<file path="src/rtl/fdiv_arb_pkg.sv">
// fdiv_arb_pkg: shared types and default sizing for the fdiv sharing arbiter.
// shadow_t matches the default configuration; other sizes build their own slot type.
package fdiv_arb_pkg;

  localparam int NREQ_DEF = 2;
  localparam int LAT_DEF  = 4;
  localparam int TAGW_DEF = 5;

  typedef logic [31:0] fp32_t;

  typedef struct packed {
    logic                        v;
    logic [$clog2(NREQ_DEF)-1:0] id;
    logic [TAGW_DEF-1:0]         tag;
  } shadow_t;

endpackage

</file>
<file path="src/rtl/fdiv_share_arb_rr_arbiter.sv">
// rr_arbiter: combinational round-robin pick of the first eligible
// requester at or after ptr, wrapping; one-hot grant plus encoded id.
module rr_arbiter #(
  parameter int NREQ = 2,
  localparam int IDW = $clog2(NREQ)
) (
  input  logic [NREQ-1:0] eligible,
  input  logic [IDW-1:0]  ptr,
  output logic [NREQ-1:0] grant,
  output logic [IDW-1:0]  id
);

  logic [IDW-1:0] idx;

  // walk backwards so the closest candidate to ptr is written last
  always_comb begin
    grant = '0;
    id    = '0;
    idx   = '0;
    for (int k = NREQ - 1; k >= 0; k--) begin
      idx = IDW'((int'(ptr) + k) % NREQ);
      if (eligible[idx]) begin
        grant      = '0;
        grant[idx] = 1'b1;
        id         = idx;
      end
    end
  end

endmodule

</file>
<file path="src/rtl/fdiv_share_arb.sv">
// fdiv_share_arb: shares one pipelined fdiv among NREQ requesters;
// a shadow pipe carries id/tag so each result returns to its owner.
module fdiv_share_arb
  import fdiv_arb_pkg::*;
#(
  parameter int NREQ = NREQ_DEF,
  parameter int LAT  = LAT_DEF,
  parameter int TAGW = TAGW_DEF
) (
  input  logic                 clk,
  input  logic                 rstn,
  input  logic [NREQ-1:0]      req_valid,
  output logic [NREQ-1:0]      req_ready,
  input  logic [NREQ*32-1:0]   req_x1,
  input  logic [NREQ*32-1:0]   req_x2,
  input  logic [NREQ*TAGW-1:0] req_tag,
  input  logic [NREQ-1:0]      flush,
  output fp32_t                div_x1,
  output fp32_t                div_x2,
  input  fp32_t                div_y,
  output logic [NREQ-1:0]      resp_valid,
  output fp32_t                resp_y,
  output logic [TAGW-1:0]      resp_tag,
  output logic                 busy
);

  localparam int IDW = $clog2(NREQ);
  localparam int CW  = $clog2(LAT + 2);

  typedef struct packed {
    logic            v;
    logic [IDW-1:0]  id;
    logic [TAGW-1:0] tag;
  } slot_t;

  logic [NREQ-1:0] eligible;
  logic [NREQ-1:0] grant;
  logic [IDW-1:0]  ptr;
  logic [IDW-1:0]  gnt_id;
  logic            xfer;
  fp32_t           win_x1;
  fp32_t           win_x2;
  logic [TAGW-1:0] win_tag;
  slot_t           ins;
  logic [CW-1:0]   count;
  logic [CW-1:0]   drop;

  // stage 0 sits beside div_x1/div_x2; stage LAT lines up with div_y
  slot_t           sh [LAT+1];

  assign eligible = req_valid & ~flush;

  rr_arbiter #(.NREQ(NREQ)) u_arb (
    .eligible (eligible),
    .ptr      (ptr),
    .grant    (grant),
    .id       (gnt_id)
  );

  assign req_ready = rstn ? '0 : grant;
  assign xfer      = |req_ready;

  always_comb begin
    win_x1  = '0;
    win_x2  = '0;
    win_tag = '0;
    for (int i = 0; i < NREQ; i++) begin
      if (grant[i]) begin
        win_x1  = req_x1[32*i +: 32];
        win_x2  = req_x2[32*i +: 32];
        win_tag = req_tag[TAGW*i +: TAGW];
      end
    end
  end

  always_comb begin
    ins     = '0;
    ins.v   = xfer;
    ins.id  = gnt_id;
    ins.tag = win_tag;
  end

  always_ff @(posedge clk or posedge rstn) begin
    if (rstn) begin
      ptr    <= '0;
      div_x1 <= '0;
      div_x2 <= '0;
    end else if (xfer) begin
      ptr    <= (gnt_id == IDW'(NREQ - 1)) ? '0 : gnt_id + IDW'(1);
      div_x1 <= win_x1;
      div_x2 <= win_x2;
    end
  end

  always_ff @(posedge clk or posedge rstn) begin
    if (rstn) begin
      for (int k = 0; k <= LAT; k++) sh[k] <= '0;
    end else begin
      sh[0] <= ins;
      for (int k = 1; k <= LAT; k++) begin
        sh[k]   <= sh[k-1];
        sh[k].v <= sh[k-1].v & ~flush[sh[k-1].id];
      end
    end
  end

  // entries leaving this edge: the retiring one plus any flushed
  always_comb begin
    drop = '0;
    for (int k = 0; k <= LAT; k++) begin
      if (sh[k].v && (k == LAT || flush[sh[k].id]))
        drop = drop + CW'(1);
    end
  end

  always_ff @(posedge clk or posedge rstn) begin
    if (rstn) count <= '0;
    else      count <= count + CW'(xfer) - drop;
  end

  always_comb begin
    resp_valid = '0;
    for (int i = 0; i < NREQ; i++)
      resp_valid[i] = sh[LAT].v && (sh[LAT].id == IDW'(i)) && !flush[i];
  end

  assign resp_y   = div_y;
  assign resp_tag = sh[LAT].tag;
  assign busy     = (count != '0);

endmodule

</file>
<file path="config.mk">
export PLATFORM = sky130hd
export DESIGN_NAME = fdiv_share_arb
export DESIGN_NICKNAME = d
export VERILOG_FILES = /design/src/rtl/fdiv_arb_pkg.sv /design/src/rtl/fdiv_share_arb_rr_arbiter.sv /design/src/rtl/fdiv_share_arb.sv
export SDC_FILE = /design/constraint.sdc
export NUM_CORES = 1
export LEC_CHECK = 0
export CORE_ASPECT_RATIO = 0.5
export CORE_MARGIN = 3
export CORE_UTILIZATION = 43
export CTS_BUF_LIST = sky130_fd_sc_hd__clkbuf_8
export CTS_CLUSTER_DIAMETER = 30
export DETAILED_ROUTE_END_ITERATION = 6
export PLACE_DENSITY = 0.94
export SLEW_MARGIN = 0
export SYNTH_ARGS = -nofsm -noshare
export SYNTH_HDL_FRONTEND = slang
export SYNTH_SLANG_ARGS = --single-unit
</file>
<file path="constraint.sdc">
create_clock -name clk -period 7.55 [get_ports clk]
set_clock_uncertainty 0.05 [all_clocks]
set_input_delay 1.51 -clock clk [delete_from_list [all_inputs] [get_ports clk]]
set_output_delay 1.51 -clock clk [all_outputs]
set_load 0.02 [all_outputs]
</file>
======== After elaboration in Yosys (flattened, before gate mapping) ========
Cells that the tools add are included.
storage, ports and cells
  bits in registers ....................... 103
  latch bits .............................. 0
  RAM bits ................................ 0
  bits in read-only memories .............. 0
  input port bits ......................... 176
  output and inout bits ................... 106
  logic and storage cells ................. 93
  memories ................................ 0
operators by class
  add/subtract/negate cells ............... 8
  multipliers ............................. 0
  divide/modulo/power cells ............... 0
  order comparisons ....................... 8
  equal/unequal tests ..................... 0
  shift-type cells ........................ 0
  muxes and demuxes ....................... 33
  bitwise operators ....................... 11
  reductions and logical operators ........ 14
operator list
  kind                   count
  $mux W32               4
  $mux W1                18
  $add A3 B1 Y3 const B  4
  $lt A1 B2 Y1 const B   6
  $mux W3                4
  $logic_and A1 B1 Y1    10
  $mux W5                2
  $mux W2                3
  $not A1 Y1             5
  $and A1 B1 Y1          4
  $add A3 B1 Y3          1
  $reduce_bool A3 Y1     1
  $sub A3 B3 Y3          1
  $add A1 B1 Y1 const B  2
  $and A2 B2 Y2          1
  $demux W1 S1           2
  $ge A1 B1 Y1 const B   2
  $logic_not A1 Y1       2
  $not A2 Y2             1
  $reduce_or A2 Y1       1

======== Longest topological paths before layout ========
Gate-level depths: netlist (run 1).
  depth in word-level cells ............... 13
  depth in mapped cells ................... 17
  depth with buffers taken out ............ 17

======== By module ========
A second synthesis (run 1) with hierarchy kept.
second synthesis, totals
  cells, all modules ...................... 484
  area, all modules ....................... 4,949.7 sq um
by module, submodules not included
  module          instances  cells each  area each (sq um)
  fdiv_share_arb  1          480         4,923.5
  rr_arbiter      1          4           26.3

======== Worst setup path before layout (run 1) ========
OpenSTA, ideal clock, no wires.
  kind .................................... in2out
  start point ............................. input port rstn
  end point ............................... output port req_ready[0]
  arrival ................................. 4.405 ns
  data required time ...................... 5.990 ns
  setup slack ............................. 1.585 ns
  cell stages on the path ................. 3
  buffers on the path ..................... 1
  cells stage by stage .................... buf_2 inv_1 and3_1
on the way
  cells in the longest elaborated chain, start to end .. 1
ends and longest elaborated chain
  what             line                  text
  start, declared  fdiv_share_arb.sv:11  input logic rstn,
  $mux W2          fdiv_share_arb.sv:60  assign req_ready = rstn ? '0 : grant;
  end, declared    fdiv_share_arb.sv:13  output logic [NREQ-1:0] req_ready,
No other way between the ends.

======== Worst setup path after layout (run 1) ========
  start point ............................. input port flush[0]
  end point ............................... register count[2]
on the way
  cells in the longest elaborated chain, start to end .. 13
  elaborated cells between the ends (all ways) .. 33
ends and longest elaborated chain
  what                                        line                   text
  start, declared                             fdiv_share_arb.sv:17   input logic [NREQ-1:0] flush,
  $mux W1 (not written as such) (2 in a row)  fdiv_share_arb.sv:111  if (sh[k].v && (k == LAT || flush[sh[k].id]))
  $logic_and A1 B1 Y1                         fdiv_share_arb.sv:111
  $mux W1                                     fdiv_share_arb.sv:111
  $add A3 B1 Y3                               fdiv_share_arb.sv:112  drop = drop + CW'(1);
  $mux W3                                     fdiv_share_arb.sv:111
  $add A3 B1 Y3                               fdiv_share_arb.sv:112
  $mux W3                                     fdiv_share_arb.sv:111
  $add A3 B1 Y3                               fdiv_share_arb.sv:112
  $mux W3                                     fdiv_share_arb.sv:111
  $add A3 B1 Y3                               fdiv_share_arb.sv:112
  $mux W3                                     fdiv_share_arb.sv:111
  $sub A3 B3 Y3 *                             fdiv_share_arb.sv:118  else count <= count + CW'(xfer) - drop;
  end signal, assigned                        fdiv_share_arb.sv:118
  end, declared                               fdiv_share_arb.sv:45   logic [CW-1:0] count;
Every way passes the cells marked *; elsewhere a longest branch is shown, timed or not. The select of a mux whose other input is x is not followed.
A chain may end at the register's enable or synchronous reset.

==> results of run 1 <==
[placed cells by master, fill, tap and decap left out, drive strengths merged]
| cell | netlist | routed |
|---|---|---|
| nand3 | 1 | 1 |
| and3 | 2 | 2 |
| a2bb2oi | 1 | 1 |
| clkbuf | 7 | 9 |
| a22oi | 64 | 64 |
| mux2 | 2 | 2 |
| inv | 12 | 16 |
| fa | 1 | 1 |
| or3 | 1 | 1 |
| and2 | 4 | 4 |
| mux2i | 3 | 3 |
| buf | 60 | 4 |
| a32oi | 1 | 1 |
| a22o | 5 | 5 |
| a21bo | 1 | 1 |
| o21ai | 66 | 66 |
| nor2 | 4 | 4 |
| and3b | 1 | 1 |
| ha | 7 | 7 |
| or3b | 1 | 1 |
| bufinv | 0 | 1 |
| dfrtp | 103 | 103 |
| nor2b | 3 | 3 |
| nand2 | 67 | 67 |
| xnor3 | 1 | 1 |
| nor3b | 1 | 1 |
| nand4 | 1 | 1 |
| clkdlybuf4s50 | 0 | 216 |
| clkinv | 0 | 2 |
| nand2b | 1 | 1 |
| xnor2 | 7 | 7 |
| nand3b | 1 | 1 |
[final cells by class]
cell class / instances / share of cell area
flip-flops and latches: 103 / 0.364
multi-input cells: 247 / 0.263
inverters: 12 / 0.00672
repair buffers: 220 / 0.309
clock inverters: 7 / 0.0134
clock buffers: 9 / 0.0175
well taps: 145 / 0.0256
[through the flow]
stage	hold slack (ps)	utilization	std cells
2_1_floorplan	281	-	429
3_3_place_gp	282	0.617	727
3_5_place_dp	285	0.617	727
4_1_cts	304	0.637	743
5_1_grt	306	0.637	743
6_report	304	0.637	743
[state kept, by name, summed over array words and instances, names as in the netlist]
name,count
ptr,1
div_x1,32
sh,30
resp_tag,5
div_x2,32
count,3
[cells by family after synthesis]
kind of cell	share of synthesized area
AO/OA/AOI/OAI	0.242
flip-flops	0.519
AND/OR/NAND/NOR	0.0769
buffers and inverters	0.109
XOR/XNOR	0.0207
adder cells (fa/ha/maj)	0.0217
multiplexers	0.0106
[final timing paths]
check	end	from	depth (start not counted)
max	count[2]	flush[0]	17
min	sh[10]	sh[17]	0
max reg2reg	count[2]	sh[26]	16
min reg2reg	sh[10]	sh[17]	0
max in group asynchronous	div_x1[9]	rstn	4
min in group asynchronous	div_x1[2]	rstn	3
[per-layer routing]
layer  GRT usage  share of wire  vias to the layer above
met3      0.0568          0.050                       25
met5           0              0                        -
met2       0.374           0.54                      100
li1            -              -                     1781
met1       0.241           0.39                     1911
met4      0.0506          0.017                        0
[power by group through the flow]
| stage | Combinational (mW) | Sequential, mW | Clock (mW) |
|---|---|---|---|
| 4_1_cts | 0.505 | 0.676 | 0.382 |
| 5_1_grt | 0.535 | 0.687 | 0.410 |
| 3_3_place_gp | 0.489 | 0.682 | 0 |
| 2_1_floorplan | 0.207 | 0.754 | 0 |
| 6_report | 0.498 | 0.675 | 0.373 |
| 3_5_place_dp | 0.503 | 0.687 | 0 |
==> flow_summary.json, run 1 <==
{
  "cts.sinks": 103,
  "std_cell_rows": 27,
  "fp.dieArea_mm2": 0.0129,
  "critPathTopFamily": "adder cells",
  "drive_gt1_frac": 0.156,
  "p_int_mw": 1.05,
  "postPlaceCellArea_mm2": 0.00686,
  "synth_area_leaders": "dfrtp_1 (52%), a22oi_2 (16%), o21ai_1 (6.6%)",
  "setup.worst_path.class": "in2reg",
  "io_buffers": 217,
  "ys_types": 34,
  "max_slew_margin": 0.223,
  "irDropWorstVdd_mv": 0.106,
  "post-place-ws_ps": 2090,
  "drt-total-wl_mm": 13.7,
  "grt_pass1_wl_mm": 20.3,
  "cts.hold.buffers_added": 0,
  "syn_area_mm2": 0.00496,
  "fin_area_mm2": 0.00708,
  "critPathMaxFanout": 7,
  "avgRoutedWirePerCell_um": 18.4,
  "p_leak_nw": 2.90,
  "grt_max_degree": 71,
  "multi_input_area_mm2": 0.00186,
  "synth_nets": 613,
  "nFillCells": 878,
  "yosysSeqAreaShare": 0.519,
  "syn_inst": 429,
  "synth_most_common_cell": "dfrtp_1",
  "cap_violations": 0,
  "cp-start-kind": "primary input",
  "synthFlopType": "dfrtp_1",
  "antenna_found_initial": 0,
  "synth-seq-cells": 103,
  "worstMarginPinSlew_ps": 1170,
  "yosysTopAreaCell": "dfrtp_1",
  "pwr-share-comb": 0.322,
  "worstSetupEndpointType": "flip-flop",
  "crit_slowest_cell": "clkdlybuf4s50_1",
  "area_growth_pct": 42.6,
  "tns_ps": 0,
  "path_buf_inv": 3,
  "hpwl_mm": 10.1,
  "fmax_mhz": 197,
  "drc": 0,
  "avgSynthCellArea_um2": 11.6,
  "clock_latency_ps": 360,
  "rsz0062_at_grt": "false",
  "max_stage_delay_ps": 520,
  "timing.final.ws_setup_ps": 2470,
  "synth_edf_count": 0,
  "vias": 3817,
  "layout_min_cycle_time_ps": 5080,
  "seq_area_mm2": 0.00258,
  "clockRootBuffer": "clkbuf_8",
  "num_antenna_cells": 0,
  "ant_nets": 0,
  "grt-ovfl-total": 0,
  "p_seq_frac": 0.437,
  "path_clk_slew_ps": 110,
  "core_area_mm2": 0.0111,
  "crit_required_ps": 7780,
  "crit_chain": "clkdlybuf4s50_1 > mux2i_1 > nand2b_1 > inv_1 > ha_1 > xnor2_4 > ha_1 > a2bb2oi_1 > ha_1 > mux2i_1 > ha_1 > inv_1 > fa_1 > xnor2_1 > xnor2_1 > xnor2_1 > xnor2_1",
  "cts_tree": "yes",
  "finalSetupViolations": 0,
  "ctsHtreeMaxLevel": 3,
  "yosysWarnings": 0,
  "post_cts_buffers": 0,
  "grt_use_total": 0.204,
  "drt-vias-per-instance": 5.14,
  "switching_share": 0.320,
  "die_y_um": 82.0,
  "clkPwrFrac": 0.241,
  "power.density_mw_per_mm2": 218,
  "cp.arrival_ps": 5310,
  "total_power_mw": 1.55,
  "drt_iter0_drc": 191,
  "cts-resized-gates": 0,
  "hp-class": "reg2reg",
  "die_w_um": 158,
  "finalCritPeriodShare": 0.672,
  "netlist_top_cells_count": "dfrtp_1 (103), nand2_1 (66), o21ai_1 (65)",
  "pin_count": 282,
  "report.final.slew_viol_count": 0,
  "final_nets": 777,
  "cts_buffer_depth": 2,
  "gp_congestion": 0.798,
  "synthArstFlopShare": 1.00,
  "initial_core_util": 0.447,
  "first_pass_iters": 7,
  "synth_top_cell_area_share": 0.519,
  "grt_pass1_vias": 3858,
  "r2r_setup_slack_ps": 3750,
  "status": "complete, no violations",
  "p_sw_mw": 0.494,
  "cts_made_buffers": 9,
  "finalHoldViolCount": 0
}
(Power assumes the default switching activity.)
==> run 2, diff against run 1 <==
--- a/config.mk
+++ b/config.mk
@@ -7,11 +7,11 @@
 export LEC_CHECK = 0
 export CORE_ASPECT_RATIO = 0.5
 export CORE_MARGIN = 3
-export CORE_UTILIZATION = 43
+export CORE_UTILIZATION = 36
 export CTS_BUF_LIST = sky130_fd_sc_hd__clkbuf_8
 export CTS_CLUSTER_DIAMETER = 30
 export DETAILED_ROUTE_END_ITERATION = 6
-export PLACE_DENSITY = 0.94
+export PLACE_DENSITY = 0.84
 export SLEW_MARGIN = 0
 export SYNTH_ARGS = -nofsm -noshare
 export SYNTH_HDL_FRONTEND = slang
==> constraint.sdc (replaced) <==
create_clock -name clk -period 4.6 [get_ports clk]
set_clock_uncertainty 0.05 [all_clocks]
set_input_delay 0.92 -clock clk [delete_from_list [all_inputs] [get_ports clk]]
set_output_delay 0.92 -clock clk [all_outputs]
set_load 0.02 [all_outputs]
==> run 2 against run 1 <==
Compared with the run above:
- cell count increased by 3.9%
- non-clock buffer count increased by 4
- combinational power increased by 65%
- setup slack got worse by 2200 ps
- flip-flop and latch count unchanged
- register-to-register slack got worse by 2800 ps
- clock power increased by 59%
- sequential share of layout area decreased by 0.36 points
- design area increased by 1.0%
- critical path depth unchanged
- sequential power increased by 64%
- first-iteration DRC count decreased by 14%
==> flow_summary.json, run 2 (synthesis results as in run 1) <==
{
  "status": "complete, no violations",
  "clock_latency_ps": 370,
  "final_cell_mix": "clkdlybuf4s50_1 (216), dfrtp_1 (103), nand2_1 (66)",
  "setup.worst_path.class": "in2reg",
  "grt_pass1_wl_mm": 20.7,
  "fin_area_mm2": 0.00715,
  "std_cell_rows": 29,
  "grt_pass1_vias": 3889,
  "gp_congestion": 0.806,
  "finalHoldViolCount": 0,
  "crit_chain": "clkdlybuf4s50_1 > mux2i_1 > nand2b_1 > inv_1 > ha_1 > xnor2_4 > ha_1 > a2bb2oi_1 > ha_1 > mux2i_1 > ha_1 > inv_1 > fa_1 > xnor2_1 > xnor2_1 > xnor2_1 > xnor2_1",
  "drt_iter0_drc": 165,
  "holdPathStages": 0,
  "post_cts_buffers": 0,
  "postPlaceCellArea_mm2": 0.00693,
  "instances_no_fill": 772,
  "max_slew_margin": 0.244,
  "dp_cells": 756,
  "num_antenna_cells": 0,
  "grt_max_degree": 71,
  "first_pass_iters": 4,
  "layout_commonest_cell": "clkdlybuf4s50_1",
  "worst-path-stages": 17,
  "worstMarginPinSlew_ps": 1130,
  "antenna_found_initial": 0,
  "die_y_um": 89.0,
  "max_stage_delay_ps": 510,
  "cts_made_buffers": 9,
  "layout_min_cycle_time_ps": 4350,
  "pin_count": 282,
  "crit_required_ps": 4860,
  "die_w_um": 172,
  "final_nets": 781,
  "report.final.slew_viol_count": 0,
  "cts.sinks": 103,
  "p_leak_nw": 2.91,
  "cts.hold.buffers_added": 0,
  "cts_buffer_depth": 2,
  "area_growth_pct": 44.0,
  "drt-total-wl_mm": 14.0,
  "ant_nets": 0,
  "finalSetupViolations": 0,
  "ctsHtreeMaxLevel": 3,
  "top_regs": "div_x1: 32 flops, div_x2: 32 flops, sh: 30 flops",
  "io_buffers": 217,
  "whs_ps": 306,
  "cp-start-kind": "primary input",
  "initial_core_util": 0.380,
  "power.density_mw_per_mm2": 353,
  "rsz0062_at_grt": "false",
  "grt_use_total": 0.176,
  "hp-class": "reg2reg",
  "hpwl_mm": 10.6,
  "cts_tree": "yes",
  "fp.dieArea_mm2": 0.0153,
  "drc": 0,
  "irDropWorstVdd_mv": 0.146,
  "critPathMaxFanout": 7,
  "critPathTopFamily": "adder cells",
  "cap_violations": 0,
  "vias": 3774,
  "drt-vias-per-instance": 4.89,
  "finalCritPeriodShare": 0.945,
  "tns_ps": 0,
  "worstRegToRegCells": 16,
  "worstSetupEndpointType": "flip-flop",
  "cp.arrival_ps": 4600,
  "cts-resized-gates": 0,
  "avgRoutedWirePerCell_um": 18.1,
  "clockRootBuffer": "clkbuf_8",
  "grt-ovfl-total": 0,
  "total_power_mw": 2.52,
  "drive_gt1_frac": 0.161,
  "path_buf_inv": 3,
  "fmax_mhz": 230,
  "core_area_mm2": 0.0131,
  "path_clk_slew_ps": 120,
  "crit_slowest_cell": "clkdlybuf4s50_1"
}
==> run 2: worst register-to-register path, delay by kind of cell, from the launching register on <==
kind	cells	cell delay [ps]
adders and majority gates	5	1640
xor gates and xnor gates	5	800
buffers and inverters	2	100
DFF	1	380
and+or+nand+nor	1	170
AOI/OAI and AO/OA	1	160
muxes	2	300
==> run 2: area by class of cell <==
| type | instances | area (µm²) |
|---|---|---|
| sequential | 103 | 2580 |
| inverter | 12 | 48.8 |
| clock buffer | 9 | 124 |
| clock inverter | 7 | 91.3 |
| fill | 1132 | 5910 |
| timing repair buffer | 224 | 2230 |
| multi-input combinational | 247 | 1860 |
| tap | 170 | 213 |
==> run 2: metrics by stage <==
step	setup WS, ps	utilization
after floorplan	99.8	-
after global placement	16.2	0.531
after detailed placement	-161	0.531
after CTS	252	0.547
after global routing	68.0	0.547
final	254	0.547
==> run 2: path summary, 6_finish.rpt <==
check / slack [ps] / to / startpoint
setup / recovery: 250 / count[2] / flush[1]
hold / removal: 310 / resp_tag[4] / sh[11]
setup reg to reg: 940 / count[2] / sh[26]
hold reg to reg: 310 / resp_tag[4] / sh[11]
max in group asynchronous: 2610 / div_x1[7] / rstn
min in group asynchronous: 380 / ptr / rstn
==> run 2: layer usage <==
metal	wire length [µm]	track usage
met1	5610	0.217
met2	7440	0.316
met3	695	0.0398
met4	202	0.0478
met5	0	0
==> run 2: report_power, final <==
| part | leakage (nW) | switching [mW] | internal [mW] | total, mW |
|---|---|---|---|---|
| logic | 1.50 | 0.402 | 0.423 | 0.824 |
| clock network | 0.106 | 0.368 | 0.224 | 0.592 |
| registers | 1.31 | 0.0691 | 1.04 | 1.11 |
| total | 2.91 | 0.839 | 1.68 | 2.52 |
==> run 3, diff against run 2 <==
--- a/config.mk
+++ b/config.mk
@@ -12,6 +12,7 @@
 export CTS_CLUSTER_DIAMETER = 30
 export DETAILED_ROUTE_END_ITERATION = 6
 export PLACE_DENSITY = 0.84
+export RECOVER_POWER = 100
 export SLEW_MARGIN = 0
 export SYNTH_ARGS = -nofsm -noshare
 export SYNTH_HDL_FRONTEND = slang
==> run 3 against run 2 <==
Compared with the run above:
- critical path type unchanged
- highest routed layer unchanged
- via count rose by 0.42%
- hold slack got worse by 1.1 ps
- wire length fell by 0.25%
- the flow now finishes with violations (max-capacitance violations, max-slew violations)
- total power fell by 2.4%
- cell count did not move
- global-route usage did not move
==> flow_summary.json, run 3 (synthesis results as in run 1) <==
{
  "status": "finished with violations",
  "violations": "max-capacitance violations, max-slew violations",
  "crit_required_ps": 4860,
  "fp.dieArea_mm2": 0.0153,
  "postPlaceCellArea_mm2": 0.00693,
  "clkPwrFrac": 0.240,
  "grt-ovfl-total": 0,
  "post_cts_buffers": 0,
  "rr_startpoint": "sh[26]",
  "max_stage_delay_ps": 580,
  "crit_chain": "dlygate4sd3_1 > mux2i_1 > nand2b_1 > inv_1 > ha_1 > xnor2_4 > ha_1 > a2bb2oi_1 > ha_1 > mux2i_1 > ha_1 > inv_1 > fa_1 > xnor2_1 > xnor2_1 > xnor2_1 > xnor2_1",
  "drt-vias-per-instance": 4.91,
  "std_cell_rows": 29,
  "cts.hold.buffers_added": 0,
  "rsz0062_at_grt": "false",
  "layout_commonest_cell": "clkdlybuf4s50_1",
  "cts-resized-gates": 0,
  "hp-class": "reg2reg",
  "grt_max_degree": 71,
  "r2r_end": "count[2]",
  "critPathTopFamily": "adder cells",
  "drt_iter0_drc": 153,
  "seq_area_mm2": 0.00258,
  "clock_latency_ps": 370,
  "r2r_setup_slack_ps": 940,
  "cap_violations": 2,
  "cp-start-kind": "primary input",
  "switching_share": 0.335,
  "drc": 0,
  "finalCritPeriodShare": 0.949,
  "grt_use_total": 0.176,
  "finalHoldViolCount": 0,
  "gp_congestion": 0.806,
  "hpwl_mm": 10.6,
  "die_y_um": 89.0,
  "grt_pass1_vias": 3889,
  "clockRootBuffer": "clkbuf_8",
  "drt-total-wl_mm": 13.9,
  "final_cell_mix": "clkdlybuf4s50_1 (141), dfrtp_1 (103), dlygate4sd3_1 (75)",
  "multi_input_area_mm2": 0.00185,
  "tns_ps": 0,
  "num_antenna_cells": 0,
  "path_buf_inv": 3,
  "cp-startpoint": "flush[0]",
  "power.density_mw_per_mm2": 346,
  "ant_nets": 0,
  "first_pass_iters": 4,
  "cts_made_buffers": 9,
  "fin_area_mm2": 0.00712,
  "max_slew_margin": -0.912,
  "report.final.slew_viol_count": 128,
  "area_growth_pct": 43.5,
  "utilization": 0.545,
  "final_nets": 781,
  "total_power_mw": 2.46,
  "pin_count": 282,
  "pwr-share-comb": 0.313,
  "crit_slowest_cell": "dlygate4sd3_1",
  "cp.arrival_ps": 4620,
  "cts_buffer_depth": 2,
  "p_leak_nw": 3.00,
  "layout_min_cycle_time_ps": 4370,
  "setup.worst_path.class": "in2reg",
  "avgRoutedWirePerCell_um": 18.0,
  "drive_gt1_frac": 0.151,
  "critPathMaxFanout": 3,
  "p_int_mw": 1.64,
  "antenna_found_initial": 0,
  "initial_core_util": 0.380,
  "irDropWorstVdd_mv": 0.145,
  "p_seq_frac": 0.447,
  "path_clk_slew_ps": 120,
  "core_area_mm2": 0.0131,
  "ctsHtreeMaxLevel": 3,
  "fmax_mhz": 229,
  "worstSetupEndpointType": "flip-flop",
  "crit_end": "count[2]",
  "p_sw_mw": 0.826,
  "finalSetupViolations": 0,
  "nFillCells": 1135,
  "die_w_um": 172,
  "worstMarginPinSlew_ps": 2870,
  "worst-path-stages": 17,
  "io_buffers": 217,
  "top_regs": "div_x1: 32 flops, div_x2: 32 flops, sh: 30 flops",
  "worstRegToRegCells": 16,
  "grt_pass1_wl_mm": 20.7,
  "cts.sinks": 103,
  "vias": 3790,
  "cts_tree": "yes"
}
## run 3: cell types whose count changed in the layout (fill, tap and decap cells not counted), sizes merged
cell and change:
dlygate4sd3 +75, clkbuf +4, clkdlybuf4s50 -75, buf -4
## run 3: power groups by stage
stage / logic [mW] / registers [mW] / clock network, mW
2_1_floorplan: 0.340 / 1.24 / 0
3_3_place_gp: 0.818 / 1.12 / 0
3_5_place_dp: 0.837 / 1.13 / 0
4_1_cts: 0.837 / 1.11 / 0.615
5_1_grt: 0.835 / 1.12 / 0.650
6_report: 0.770 / 1.10 / 0.591
## run 3: cell type report
type / instances / share of cell area
sequential: 103 / 0.362
timing repair buffer: 224 / 0.312
multi-input combinational: 247 / 0.259
tap: 170 / 0.0299
clock buffer: 9 / 0.0174
clock inverter: 7 / 0.0128
inverter: 12 / 0.00650
## run 3: worst min-delay path by stage
stage	from	endpoint	slack [ps]	cells past startpoint
CTS	sh[17]	sh[10]	310	0
global route	sh[31]	sh[24]	310	0
global placement	sh[32]	sh[25]	280	0
floorplan	sh[7]	resp_tag[0]	280	0
detailed placement	sh[32]	sh[25]	280	0
finish	sh[11]	resp_tag[4]	300	0
## run 3: metal layers
layer,global-route usage,wire (µm)
met5,0,0
met1,0.217,5510
met2,0.316,7540
met4,0.0478,205
met3,0.0398,663
## run 3: per-stage QoR
stage / worst slack, ps / cells / hold WS [ps]
6_report: 235 / 772 / 305
5_1_grt: 58.3 / 772 / 310
4_1_cts: 252 / 772 / 310
3_5_place_dp: -161 / 756 / 285
3_3_place_gp: 16.2 / 756 / 281
2_1_floorplan: 99.8 / 429 / 281
